[src/rtl/core_ex_trap_pkg.sv]
// Shared cause codes, mstatus field positions and FSM/action encodings
// for the EX-stage trap unit.
package core_ex_trap_pkg;

   localparam logic [3:0] EXC_ILLEGAL     = 4'd2;
   localparam logic [3:0] EXC_EBREAK      = 4'd3;
   localparam logic [3:0] EXC_LD_MISALIGN = 4'd4;
   localparam logic [3:0] EXC_ST_MISALIGN = 4'd6;
   localparam logic [3:0] EXC_ECALL       = 4'd11;

   localparam logic [3:0] IRQ_SW    = 4'd3;
   localparam logic [3:0] IRQ_TIMER = 4'd7;
   localparam logic [3:0] IRQ_EXT   = 4'd11;

   localparam int unsigned MSTATUS_MIE    = 3;
   localparam int unsigned MSTATUS_MPIE   = 7;
   localparam int unsigned MSTATUS_MPP_LO = 11;
   localparam int unsigned MSTATUS_MPP_HI = 12;

   typedef enum logic {
      ST_IDLE  = 1'b0,
      ST_FLUSH = 1'b1
   } trap_state_e;

   typedef enum logic [1:0] {
      ACT_NONE = 2'd0,
      ACT_TRAP = 2'd1,
      ACT_MRET = 2'd2
   } trap_act_e;

endpackage

[src/rtl/core_irq_sync.sv]
// N-flop synchroniser for an asynchronous level input; reset clears every stage.
module core_irq_sync #(
   parameter int unsigned STAGES = 2
) (
   input  logic clk,
   input  logic rst_n,
   input  logic d,
   output logic q
);

   logic [STAGES-1:0] sync_q;

   always_ff @(posedge clk or negedge rst_n) begin
      if (!rst_n) sync_q <= '0;
      else        sync_q <= {sync_q[STAGES-2:0], d};
   end

   assign q = sync_q[STAGES-1];

endmodule

[src/rtl/core_ex_trap.sv]
// EX-stage exception/interrupt/MRET arbiter: registered CSR commit writes and a
// held flush/redirect request toward pipeline control.
module core_ex_trap
   import core_ex_trap_pkg::*;
#(
   parameter int unsigned XLEN            = 32,
   parameter int unsigned PC_WIDTH        = 32,
   parameter int unsigned IRQ_SYNC_STAGES = 2,
   parameter int unsigned VECTORED_EN     = 1
) (
   input  logic                clk,
   input  logic                rst_n,
   input  logic                ex_valid,
   input  logic [PC_WIDTH-1:0] ex_pc,
   input  logic                excp_illegal,
   input  logic                excp_ecall,
   input  logic                excp_ebreak,
   input  logic                excp_ld_misalign,
   input  logic                excp_st_misalign,
   input  logic                excp_mret,
   input  logic [XLEN-1:0]     ex_badaddr,
   input  logic                irq_sw,
   input  logic                irq_timer,
   input  logic                irq_ext,
   input  logic [XLEN-1:0]     csr_mstatus,
   input  logic [XLEN-1:0]     csr_mie,
   input  logic [XLEN-1:0]     csr_mtvec,
   input  logic [XLEN-1:0]     csr_mepc,
   output logic                cmt_mstatus_en,
   output logic                cmt_mcause_en,
   output logic                cmt_mepc_en,
   output logic                cmt_mtval_en,
   output logic [XLEN-1:0]     cmt_mstatus,
   output logic [XLEN-1:0]     cmt_mcause,
   output logic [XLEN-1:0]     cmt_mepc,
   output logic [XLEN-1:0]     cmt_mtval,
   output logic                flush_req,
   output logic [PC_WIDTH-1:0] flush_pc,
   input  logic                flush_ack,
   output logic                trap_busy
);

   trap_state_e         state_q, state_d;
   trap_act_e           act;
   logic                irq_ext_s;
   logic                is_irq;
   logic                is_misalign;
   logic [3:0]          cause;
   logic [XLEN-1:0]     mcause_d;
   logic [XLEN-1:0]     mstatus_trap;
   logic [XLEN-1:0]     mstatus_mret;
   logic [XLEN-1:0]     tvec_base;
   logic [XLEN-1:0]     trap_target;
   logic [PC_WIDTH-1:0] flush_pc_q;
   logic                unused_mie;

   core_irq_sync #(
      .STAGES (IRQ_SYNC_STAGES)
   ) u_irq_ext_sync (
      .clk   (clk),
      .rst_n (rst_n),
      .d     (irq_ext),
      .q     (irq_ext_s)
   );

   assign unused_mie = ^csr_mie;

   // Arbitration: interrupts > exceptions > MRET, only while idle.
   always_comb begin
      act         = ACT_NONE;
      is_irq      = 1'b0;
      is_misalign = 1'b0;
      cause       = '0;
      if (state_q == ST_IDLE && ex_valid) begin
         if (csr_mstatus[MSTATUS_MIE] && irq_ext_s && csr_mie[IRQ_EXT]) begin
            act = ACT_TRAP; is_irq = 1'b1; cause = IRQ_EXT;
         end else if (csr_mstatus[MSTATUS_MIE] && irq_sw && csr_mie[IRQ_SW]) begin
            act = ACT_TRAP; is_irq = 1'b1; cause = IRQ_SW;
         end else if (csr_mstatus[MSTATUS_MIE] && irq_timer && csr_mie[IRQ_TIMER]) begin
            act = ACT_TRAP; is_irq = 1'b1; cause = IRQ_TIMER;
         end else if (excp_illegal) begin
            act = ACT_TRAP; cause = EXC_ILLEGAL;
         end else if (excp_ecall) begin
            act = ACT_TRAP; cause = EXC_ECALL;
         end else if (excp_ebreak) begin
            act = ACT_TRAP; cause = EXC_EBREAK;
         end else if (excp_ld_misalign) begin
            act = ACT_TRAP; cause = EXC_LD_MISALIGN; is_misalign = 1'b1;
         end else if (excp_st_misalign) begin
            act = ACT_TRAP; cause = EXC_ST_MISALIGN; is_misalign = 1'b1;
         end else if (excp_mret) begin
            act = ACT_MRET;
         end
      end
   end

   always_comb begin
      mcause_d           = XLEN'(cause);
      mcause_d[XLEN-1]   = is_irq;

      mstatus_trap                                = csr_mstatus;
      mstatus_trap[MSTATUS_MPIE]                  = csr_mstatus[MSTATUS_MIE];
      mstatus_trap[MSTATUS_MIE]                   = 1'b0;
      mstatus_trap[MSTATUS_MPP_HI:MSTATUS_MPP_LO] = 2'b11;

      mstatus_mret                                = csr_mstatus;
      mstatus_mret[MSTATUS_MIE]                   = csr_mstatus[MSTATUS_MPIE];
      mstatus_mret[MSTATUS_MPIE]                  = 1'b1;
      mstatus_mret[MSTATUS_MPP_HI:MSTATUS_MPP_LO] = 2'b11;

      tvec_base   = {csr_mtvec[XLEN-1:2], 2'b00};
      trap_target = tvec_base;
      if (VECTORED_EN != 0 && csr_mtvec[1:0] == 2'b01 && is_irq)
         trap_target = tvec_base + XLEN'({cause, 2'b00});
   end

   always_comb begin
      state_d = state_q;
      case (state_q)
         ST_IDLE:  if (act != ACT_NONE) state_d = ST_FLUSH;
         ST_FLUSH: if (flush_ack)       state_d = ST_IDLE;
         default:                       state_d = ST_IDLE;
      endcase
   end

   always_ff @(posedge clk or negedge rst_n) begin
      if (!rst_n) state_q <= ST_IDLE;
      else        state_q <= state_d;
   end

   // Strobes are single-cycle; data and redirect target hold until the next event.
   always_ff @(posedge clk or negedge rst_n) begin
      if (!rst_n) begin
         cmt_mstatus_en <= 1'b0;
         cmt_mcause_en  <= 1'b0;
         cmt_mepc_en    <= 1'b0;
         cmt_mtval_en   <= 1'b0;
         cmt_mstatus    <= '0;
         cmt_mcause     <= '0;
         cmt_mepc       <= '0;
         cmt_mtval      <= '0;
         flush_pc_q     <= '0;
      end else begin
         cmt_mstatus_en <= 1'b0;
         cmt_mcause_en  <= 1'b0;
         cmt_mepc_en    <= 1'b0;
         cmt_mtval_en   <= 1'b0;
         if (act == ACT_TRAP) begin
            cmt_mstatus_en <= 1'b1;
            cmt_mcause_en  <= 1'b1;
            cmt_mepc_en    <= 1'b1;
            cmt_mtval_en   <= 1'b1;
            cmt_mstatus    <= mstatus_trap;
            cmt_mcause     <= mcause_d;
            cmt_mepc       <= XLEN'(ex_pc);
            cmt_mtval      <= is_misalign ? ex_badaddr : '0;
            flush_pc_q     <= PC_WIDTH'(trap_target);
         end else if (act == ACT_MRET) begin
            cmt_mstatus_en <= 1'b1;
            cmt_mstatus    <= mstatus_mret;
            flush_pc_q     <= PC_WIDTH'(csr_mepc);
         end
      end
   end

   assign flush_req = (state_q == ST_FLUSH);
   assign flush_pc  = flush_pc_q;
   assign trap_busy = (state_q != ST_IDLE) || (act != ACT_NONE);

endmodule

[config.mk]
export PLATFORM = sky130hd
export DESIGN_NAME = core_ex_trap
export DESIGN_NICKNAME = d
export VERILOG_FILES = /design/src/rtl/core_ex_trap_pkg.sv /design/src/rtl/core_irq_sync.sv /design/src/rtl/core_ex_trap.sv
export SDC_FILE = /design/constraint.sdc
export NUM_CORES = 1
export LEC_CHECK = 0
export CELL_PAD_IN_SITES_DETAIL_PLACEMENT = 1
export CELL_PAD_IN_SITES_GLOBAL_PLACEMENT = 2
export CORE_MARGIN = 10
export CORE_UTILIZATION = 24
export CTS_CLUSTER_SIZE = 12
export DETAILED_ROUTE_END_ITERATION = 10
export PLACE_DENSITY_LB_ADDON = 0.2
export SYNTH_ARGS = -nofsm -noshare
export SYNTH_HDL_FRONTEND = slang
export SYNTH_SLANG_ARGS = --single-unit
[constraint.sdc]
create_clock -name clk -period 5.3 [get_ports clk]
set_input_delay 0.53 -clock clk [delete_from_list [all_inputs] [get_ports clk]]
set_output_delay 0.53 -clock clk [all_outputs]
set_load 0.05 [all_outputs]
== Word-level counts from Yosys, hierarchy flattened ==
Index checks and enable logic that the tools add are counted.

* Bits in registers: 138
* Input port bits: 205
* Output and inout port bits: 166
* Word-level logic and storage cells: 69

* $add $sub $neg: 1
* Equal/unequal tests: 3
* Multiplexer cells: 44
* Bitwise gates (word level): 1
* Reductions and logical operators: 11

{| class="wikitable"
|+ Operator list
! cell !! count
|-
| 32-bit two-way mux || 6
|-
| 32-bit by 6-bit adder with 32-bit output || 1
|-
| 4-bit two-way mux || 6
|-
| 2-bit two-way mux || 10
|-
| 1-bit two-way mux || 18
|-
| 3-bit two-way mux || 3
|-
| 1-bit logical AND || 8
|-
| 2-bit by 1-bit == test with 1-bit output (second input constant) || 2
|-
| 2-bit nonzero test || 2
|-
| 2-bit == test (second input constant) || 1
|-
| 1-bit case mux with 2 select lines || 1
|-
| 1-bit logical OR || 1
|-
| 1-bit NOT || 1
|}

== Logic depth before layout (Yosys ltp) ==
Gate-level depths: netlist of the first run.

* Depth after elaboration: 13
* Gate-level depth with buffers: 12
* Mapped depth without buffers: 10

== By module ==
A second synthesis of the first run with hierarchy kept.

* Cells, all modules: 549
* Area total of the unflattened synthesis: 6501.2 um2

{| class="wikitable"
|+ Modules (own cells, without submodules)
! module !! times used !! cells an instance !! area each (um2)
|-
| core_ex_trap || 1 || 547 || 6451.2
|-
| core_irq_sync || 1 || 2 || 50.0
|}

== Worst setup path before layout of the first run ==
No wires, ideal clock.

* Path kind: input-to-reg
* Start: input csr_mie[3]
* End: register flush_pc_q[22], in the netlist flush_pc[22]
* Setup time: 0.070 ns
* Arrival: 2.989 ns
* Data required time: 5.230 ns
* Path slack: 2.241 ns
* Stages on the path: 11
* Path buffers: 3
* Cells stage by stage: a222oi_1 > nand2b_1 > and2_1 > nand4_1 > ha_1 > clkbuf_1 > and2_1 > clkbuf_1 > buf_1 > o211ai_1 > nand3b_1

* Longest elaborated chain between the ends: 7

{| class="wikitable"
|+ Ends and longest elaborated chain
! element !! RTL line !! text
|-
| from (decl) || core_ex_trap.sv:26 || <nowiki>input logic [XLEN-1:0] csr_mie,</nowiki>
|-
| 1-bit logical AND * || core_ex_trap.sv:77 || <nowiki>end else if (csr_mstatus[MSTATUS_MIE] && irq_sw && csr_mie[IRQ_SW]) begin</nowiki>
|-
| 4-bit two-way mux / 1-bit two-way mux (equally long branches) || core_ex_trap.sv:77 ||
|-
| 4-bit two-way mux / 1-bit two-way mux (equally long branches) || core_ex_trap.sv:75 || <nowiki>if (csr_mstatus[MSTATUS_MIE] && irq_ext_s && csr_mie[IRQ_EXT]) begin</nowiki>
|-
| 4-bit two-way mux / 1-bit two-way mux (equally long branches) || core_ex_trap.sv:74 || <nowiki>if (state_q == ST_IDLE && ex_valid) begin</nowiki>
|-
| 32-bit by 6-bit adder with 32-bit output / 1-bit logical AND (equally long branches) || core_ex_trap.sv:114, core_ex_trap.sv:113 ||
|-
| 32-bit two-way mux || core_ex_trap.sv:113 || <nowiki>if (VECTORED_EN != 0 && csr_mtvec[1:0] == 2'b01 && is_irq)</nowiki>
|-
| 32-bit two-way mux || core_ex_trap.sv:148 || <nowiki>if (act == ACT_TRAP) begin</nowiki>
|-
| to (signal assigned) || core_ex_trap.sv:157 || <nowiki>flush_pc_q <= PC_WIDTH'(trap_target);</nowiki>
|-
| to (signal assigned) || core_ex_trap.sv:161 || <nowiki>flush_pc_q <= PC_WIDTH'(csr_mepc);</nowiki>
|-
| to (decl) || core_ex_trap.sv:54 || <nowiki>logic [PC_WIDTH-1:0] flush_pc_q;</nowiki>
|}

Every way passes the cells marked *; elsewhere a longest branch is shown, timed or not.
A chain may end at the register's enable or synchronous reset.

== Final worst setup path of the first run ==
* Start: input csr_mie[3]
* End: output trap_busy

* Longest elaborated chain between the ends: 6

{| class="wikitable"
|+ Ends and longest elaborated chain
! element !! RTL line !! text
|-
| 1-bit logical AND || core_ex_trap.sv:77 ||
|-
| 2-bit two-way mux || core_ex_trap.sv:77 ||
|-
| 2-bit two-way mux || core_ex_trap.sv:75 ||
|-
| 2-bit two-way mux || core_ex_trap.sv:74 ||
|-
| 2-bit nonzero test || core_ex_trap.sv:168 || <nowiki>assign trap_busy = (state_q != ST_IDLE) || (act != ACT_NONE);</nowiki>
|-
| 1-bit logical OR || core_ex_trap.sv:168 ||
|-
| to (decl) || core_ex_trap.sv:40 || <nowiki>output logic trap_busy</nowiki>
|}

Every way passes these cells.

==> results of run 1 <==
## area by class of cell
class | count | area, um2 | area share
Tap cell | 341 | 426.7 | 0.04089
Inverter | 8 | 30.03 | 0.002878
Clock inverter | 15 | 170.2 | 0.01631
Clock buffer | 17 | 425.4 | 0.04077
Sequential cell | 137 | 3428 | 0.3286
Timing Repair Buffer | 319 | 3177 | 0.3045
Multi-Input combinational cell | 372 | 2776 | 0.2661
## Yosys cell counts, types with 3 or more instances
cell type and n:
a31o_2 4, and3_1 4, nand4_1 11, nand3_1 33, clkbuf_1 22, o211ai_1 10
a21oi_1 11, o311ai_1 6, mux2_2 71, dfrtp_1 137, a22o_1 32, mux2i_1 3
a31oi_1 25, nor2b_1 24, o21ai_0 4, o31ai_1 4, inv_1 8, nand2b_1 4
nor2_1 24, nand2_1 14, xor2_1 5, buf_2 4, buf_1 7, and2_1 4
or4_1 14, buf_4 30, ha_1 6
## state kept, by name, indices dropped and copies added (netlist names)
name	cells
cmt_mcause	5
cmt_mstatus	31
flush_req	1
cmt_mtval	32
cmt_mepc	32
cmt_mstatus_en	1
flush_pc	32
cmt_mtval_en	1
u_irq_ext_sync.sync_q	2
## cells by family after synthesis
| kind of cell | synth area share |
|---|---|
| buffers and inverters | 0.05939 |
| adders and majority gates | 0.01470 |
| xor gates and xnor gates | 0.009480 |
| AOI/OAI and AO/OA | 0.1252 |
| and+or+nand+nor | 0.1323 |
| other | 0.0005798 |
| DFF | 0.5301 |
| muxes | 0.1283 |
## routing by layer
| metal | share of wire | routed length [um] |
|---|---|---|
| met5 | 0.00046 | 12 |
| met1 | 0.42 | 10990 |
| met2 | 0.47 | 12200 |
| met4 | 0.0081 | 210 |
| met3 | 0.097 | 2516 |
## power groups by stage
| stage | Combinational (mW) | Clock [mW] | Sequential (mW) |
|---|---|---|---|
| floorplan | 0.759 | 0 | 3.00 |
| global placement | 3.32 | 0 | 1.63 |
| detailed placement | 3.35 | 0 | 1.66 |
| CTS | 3.36 | 1.28 | 1.64 |
| global route | 3.48 | 1.32 | 1.69 |
| finish | 3.30 | 1.23 | 1.63 |
## stage by stage
stage                 util  setup slack (ns)  instance area [um2]  hold slack, ns
floorplan                -             2.241                 6565          0.2344
global placement    0.3681             1.265                 9838          0.3359
detailed placement  0.3681             1.223                 9838          0.3365
global route        0.3904             1.143                10430          0.2536
finish              0.3904             1.346                10430          0.1938
CTS                 0.3904             1.310                10430          0.2292
## path summary, 6_finish.rpt
kind                                           from                       end  slack (ns)  cells past startpoint
min in group clk           u_irq_ext_sync.sync_q[0]  u_irq_ext_sync.sync_q[1]        0.36                      0
setup / recovery                         csr_mie[3]                 trap_busy        1.35                      8
setup reg to reg           u_irq_ext_sync.sync_q[1]              flush_pc[27]        1.94                     11
hold / removal                                rst_n             cmt_mtval[14]        0.19                      1
max in group asynchronous                     rst_n           cmt_mstatus[23]        3.89                      2
hold reg to reg            u_irq_ext_sync.sync_q[0]  u_irq_ext_sync.sync_q[1]        0.36                      0
## cells in the final DEF (no fill, tap or decap), types with 5 or more instances in the layout
| cell | synthesis | final |
|---|---|---|
| a21oi_1 | 11 | 11 |
| a22o_1 | 32 | 32 |
| a31oi_1 | 25 | 25 |
| buf_4 | 30 | 7 |
| clkbuf_16 | 0 | 17 |
| clkdlybuf4s50_1 | 0 | 311 |
| conb_1 | 1 | 27 |
| dfrtp_1 | 137 | 137 |
| inv_1 | 8 | 7 |
| inv_8 | 0 | 6 |
| mux2_2 | 71 | 71 |
| nand2_1 | 14 | 14 |
| nand3_1 | 33 | 33 |
| nand4_1 | 11 | 11 |
| nor2_1 | 24 | 24 |
| nor2b_1 | 24 | 24 |
| o211ai_1 | 10 | 10 |
| o311ai_1 | 6 | 6 |
| or4_1 | 14 | 14 |
| xor2_1 | 5 | 5 |
## worst reg2reg max path, stage by stage (launching register included)
cell	delay (ns)
dfrtp_1	0.39
a222oi_1	0.58
nand2b_1	0.24
and2_1	0.21
a21oi_1	0.16
ha_1	0.31
a21oi_1	0.08
o22ai_1	0.15
buf_4	0.17
nand2_1	0.32
or4_1	0.61
nand3_1	0.09
==> reports/qor.txt, run 1 <==
status: finished clean
Syn Inst Count: 554
Synth area leaders: dfrtp_1 53%, mux2_2 12%, a22o_1 4.3%
hold-fix buffers at CTS: 0
startpoint type of the worst setup path: primary input
global placement routability congestion: 0.7814
via count: 5627
met3 usage: 0.06438
TritonCTS buffer count: 17
Ys Warns: 0
DR WL/cell: 21.45 um
WS Path Type: primary input to output port
CP delay by family, top: buffers and inverters
Peak Freq: 252.9 MHz
Final ANT Viol Nets: 0
Final Non-Filler Cells: 1209
Max-slew headroom: 0.3517
core area: 26730 um2
clk sinks: 137
final hold viol count: 0
Final Cycle Share: 0.7460
Initial Util: 0.2420
critical path endpoint category: output port
max_cap viols: 0
Max VDD drop: 264.6 uV
worst hold path type: primary input to asynchronous set/reset pin
first-pass GRT wire length: 38990 um
PwrDens: 591.3 nW/um2
IO Port Bufs: 312
RSZ-0062 raised after global routing: no
Crit-path slowest cell: clkdlybuf4s50_1
hpwl dp: 20060 um
Remaining DRCs: 0
placed insts: 1177
vias in the first global route: 6295
part of the power in combinational logic: 0.536
setup_tns: 0 ns
Synth cell types: 51
top cell type's share of synthesized area: 0.5301
final setup violating endpoints: 0
total die area: 33910 um2
Die Y: 184.2 um
Max Clock Skew: 0.01344 ns
Crit path largest cell delay: 0.85 ns
EDFF count, synth: 0
Synth Flop Type: dfrtp_1
drt via density: 4.654
cell row count: 60
buffer depth of the longest clock path: 2
switching pwr: 2.887 mW
CP cell instances: clkdlybuf4s50_1 -> a222oi_1 -> nand2b_1 -> and2_1 -> nand4_1 -> ha_4 -> nand2b_1 -> clkdlybuf4s50_1
Clock Power Share: 0.200
largest net degree at the start of global routing: 94
DR pass1 iterations: 4
Sw Ratio: 0.4680
Starting DRT DRC Count: 186
busiest grt layer: met2
Global Route Usage Sum: 0.1491
final wirelength: 25940 um
Tmin final: 3.954 ns
Netlist Area Pre-Place: 6467 um2
crit path DAT: 3.42 ns
met1 usage: 0.1757
clock-pin slew on the worst setup and hold paths: 0.07 ns
CTS tree: yes
clock root cell: clkbuf_16
grt met2 use: 0.2443
Leak: 4.184 nW
WP buf/inv: 2
Worst-Margin Slew: 0.9651 ns
synthesized area per cell: 11.67 um2
num ports: 371
Die W: 184.2 um
post-CTS resize count: 0
FFs w/ async S/R, synth: 1.000
Setup Buffers After CTS: 0
antenna violations before repair: 2
CTS H-Tree Depth: 4
Overall Power: 6.169 mW
clk_lat worst skew: 0.43 ns
n_diodes: 0
layout cells sized above 1: 0.1429
register area share after synthesis: 0.5301
largest area contributor in the netlist: dfrtp_1
Area Overhead vs Synth: 61.33%
Max Slew Vio Count: 0
Seq cells post-synth: 137
# fillers: 2896
global route overflow: 0
Worst Path Required: 4.77 ns
crit-path max FO: 4
fin nets: 1067
P_int: 3.282 mW
Reg power frac: 0.265
Power figures use the tool's default switching activity.
==> run 2: changes to the inputs <==
--- a/config.mk
+++ b/config.mk
@@ -8,7 +8,7 @@
 export CELL_PAD_IN_SITES_DETAIL_PLACEMENT = 1
 export CELL_PAD_IN_SITES_GLOBAL_PLACEMENT = 2
 export CORE_MARGIN = 10
-export CORE_UTILIZATION = 24
+export CORE_UTILIZATION = 22
 export CTS_CLUSTER_SIZE = 12
 export DETAILED_ROUTE_END_ITERATION = 10
 export PLACE_DENSITY_LB_ADDON = 0.2
==> constraint.sdc (replaced) <==
create_clock -name clk -period 3.9 [get_ports clk]
set_input_delay 0.39 -clock clk [delete_from_list [all_inputs] [get_ports clk]]
set_output_delay 0.39 -clock clk [all_outputs]
set_load 0.05 [all_outputs]
==> reports/qor.txt, run 2 (synthesis results as in run 1) <==
drt via density: 4.494 (-3.4%)
total die area: 36660 um2 (+8.1%)
startpoint type of the worst setup path: primary input
R2R Setup Slk: 0.79 ns (-1.15 ns)
leading cell type in the layout, fill and taps excluded: clkdlybuf4s50_1
Peak Freq: 308.0 MHz
# fillers: 3175 (+9.6%)
placed insts: 1232 (+4.7%)
Post-DP Area: 9980 um2 (+1.4%)
hold-fix buffers at CTS: 0 (unchanged)
Overall Power: 8.448 mW (+37%)
largest net degree at the start of global routing: 107 (+14%)
Max VDD drop: 403.6 uV (+53%)
final hold viol count: 0 (unchanged)
buffer depth of the longest clock path: 2 (unchanged)
setup_tns: 0 ns (unchanged)
Die W: 191.5 um (+4.0%)
FF/Latch Area: 3428 um2 (unchanged)
Final Non-Filler Cells: 1265 (+4.6%)
via count: 5685 (+1.0%)
DR pass1 iterations: 4 (unchanged)
crit-path max FO: 9 (+5)
Leak: 4.232 nW (+1.1%)
pre-CTS WS: 0.2212 ns (-1.002 ns)
Worst-Margin Slew: 1.036 ns (+0.07069 ns)
worst hold path type: primary input to asynchronous set/reset pin
clock root cell: clkbuf_16
hold_ws: 0.1252 ns (-0.06859 ns)
Tmin final: 3.247 ns
CTS H-Tree Depth: 4 (unchanged)
IO Port Bufs: 312 (unchanged)
fin worst setup slack: 0.6530 ns (-0.6934 ns)
Die Y: 191.5 um (+4.0%)
area used by multi-input combinational logic: 2776 um2 (unchanged)
status: finished clean
critical path endpoint category: flip-flop
core area: 28860 um2 (+8.0%)
Crit path largest cell delay: 0.57 ns (-0.28 ns)
global placement routability congestion: 0.7664 (-1.9%)
fin area: 10570 um2 (+1.3%)
most frequent cells in the layout: 310 x clkdlybuf4s50_1, 137 x dfrtp_1, 71 x mux2_2
Max Clock Skew: 0.01179 ns (-0.001646 ns)
Worst Path Required: 4.26 ns (-0.51 ns)
num ports: 371 (unchanged)
final core area utilization: 0.3663 (-0.02408)
Starting DRT DRC Count: 222 (+19%)
cell row count: 62 (+3.3%)
global route overflow: 0 (unchanged)
Reg-to-Reg Start: u_irq_ext_sync.sync_q[1]
antenna violations before repair: 3 (+1)
Remaining DRCs: 0 (unchanged)
clk_lat worst skew: 0.42 ns (about the same)
crit path DAT: 3.61 ns (+0.19 ns)
final setup violating endpoints: 0 (unchanged)
PwrDens: 799.1 nW/um2 (+35%)
TritonCTS buffer count: 17 (unchanged)
clock-pin slew on the worst setup and hold paths: 0.07 ns (about the same)
hpwl dp: 21280 um (+6.1%)
RSZ-0062 raised after global routing: no
vias in the first global route: 6405 (+1.7%)
worst flop-to-flop path endpoint: flush_pc[16]
Crit-path slowest cell: a2111o_1
Area Overhead vs Synth: 63.46%
CTS tree: yes
first-pass GRT wire length: 40680 um (+4.4%)
cells on worst reg2reg path: 10 (-1)
Initial Util: 0.2241 (-0.01788)
Final ANT Viol Nets: 0 (unchanged)
Max Slew Vio Count: 0 (unchanged)
DR WL/cell: 21.38 um (-0.34%)
fin nets: 1079 (+1.1%)
clk sinks: 137 (unchanged)
Setup Buffers After CTS: 0 (unchanged)
WS Path Type: primary input to flip-flop
CP cell instances: clkdlybuf4s50_1 -> a222oi_1 -> nand2b_1 -> and2_1 -> a21oi_1 -> fa_1 -> nand3_1 -> a2111o_1 -> or4_1 -> a31oi_1 -> mux2_2
layout cells sized above 1: 0.1534 (+0.01055)
Max-slew headroom: 0.3095 (-0.04218)
final wirelength: 27050 um (+4.3%)
Final Cycle Share: 0.8326
post-CTS resize count: 0 (unchanged)
Global Route Usage Sum: 0.1434 (-0.005708)
max_cap viols: 0 (unchanged)
## run 2: worst max-delay path: cells and delay by family
family | cells | cell delay, ns
AO/OA/AOI/OAI | 4 | 1.21
AND/OR/NAND/NOR | 4 | 1.06
buffers and inverters | 1 | 0.51
adder cells (fa/ha/maj) | 1 | 0.28
multiplexers | 1 | 0.17
## run 2: how the worst max path moves through the flow
| stage | end | slack, ns | start |
|---|---|---|---|
| final | flush_pc[16] | 0.65 | irq_sw |
| after global routing | flush_pc[27] | 0.45 | irq_sw |
| after CTS | flush_pc[16] | 0.65 | irq_sw |
| after detailed placement | flush_pc[16] | 0.22 | irq_sw |
| after global placement | flush_pc[18] | 0.30 | csr_mie[3] |
| after floorplan | flush_pc[22] | 0.98 | csr_mie[3] |
## run 2: layout make-up
class	count	share of cell area
antenna	1	0.0002367
inverter	8	0.002841
tap	384	0.04545
timing repair buffer	331	0.3088
clock inverter	13	0.01479
multi-input combinational	372	0.2626
clock buffer	19	0.04095
sequential	137	0.3243
## run 2: metal layers
metal / vias to the layer above / track usage / wire (um)
li1: 2625 / - / -
met1: 2830 / 0.1688 / 11350
met2: 213 / 0.2398 / 12890
met3: 13 / 0.06050 / 2624
met4: 4 / 0.02794 / 153
met5: - / 0 / 27
## run 2: power by group
group / internal [mW] / total (mW) / switching (mW)
Clock: 0.963 / 1.68 / 0.716
Combinational: 1.61 / 4.53 / 2.92
Sequential: 1.95 / 2.24 / 0.289
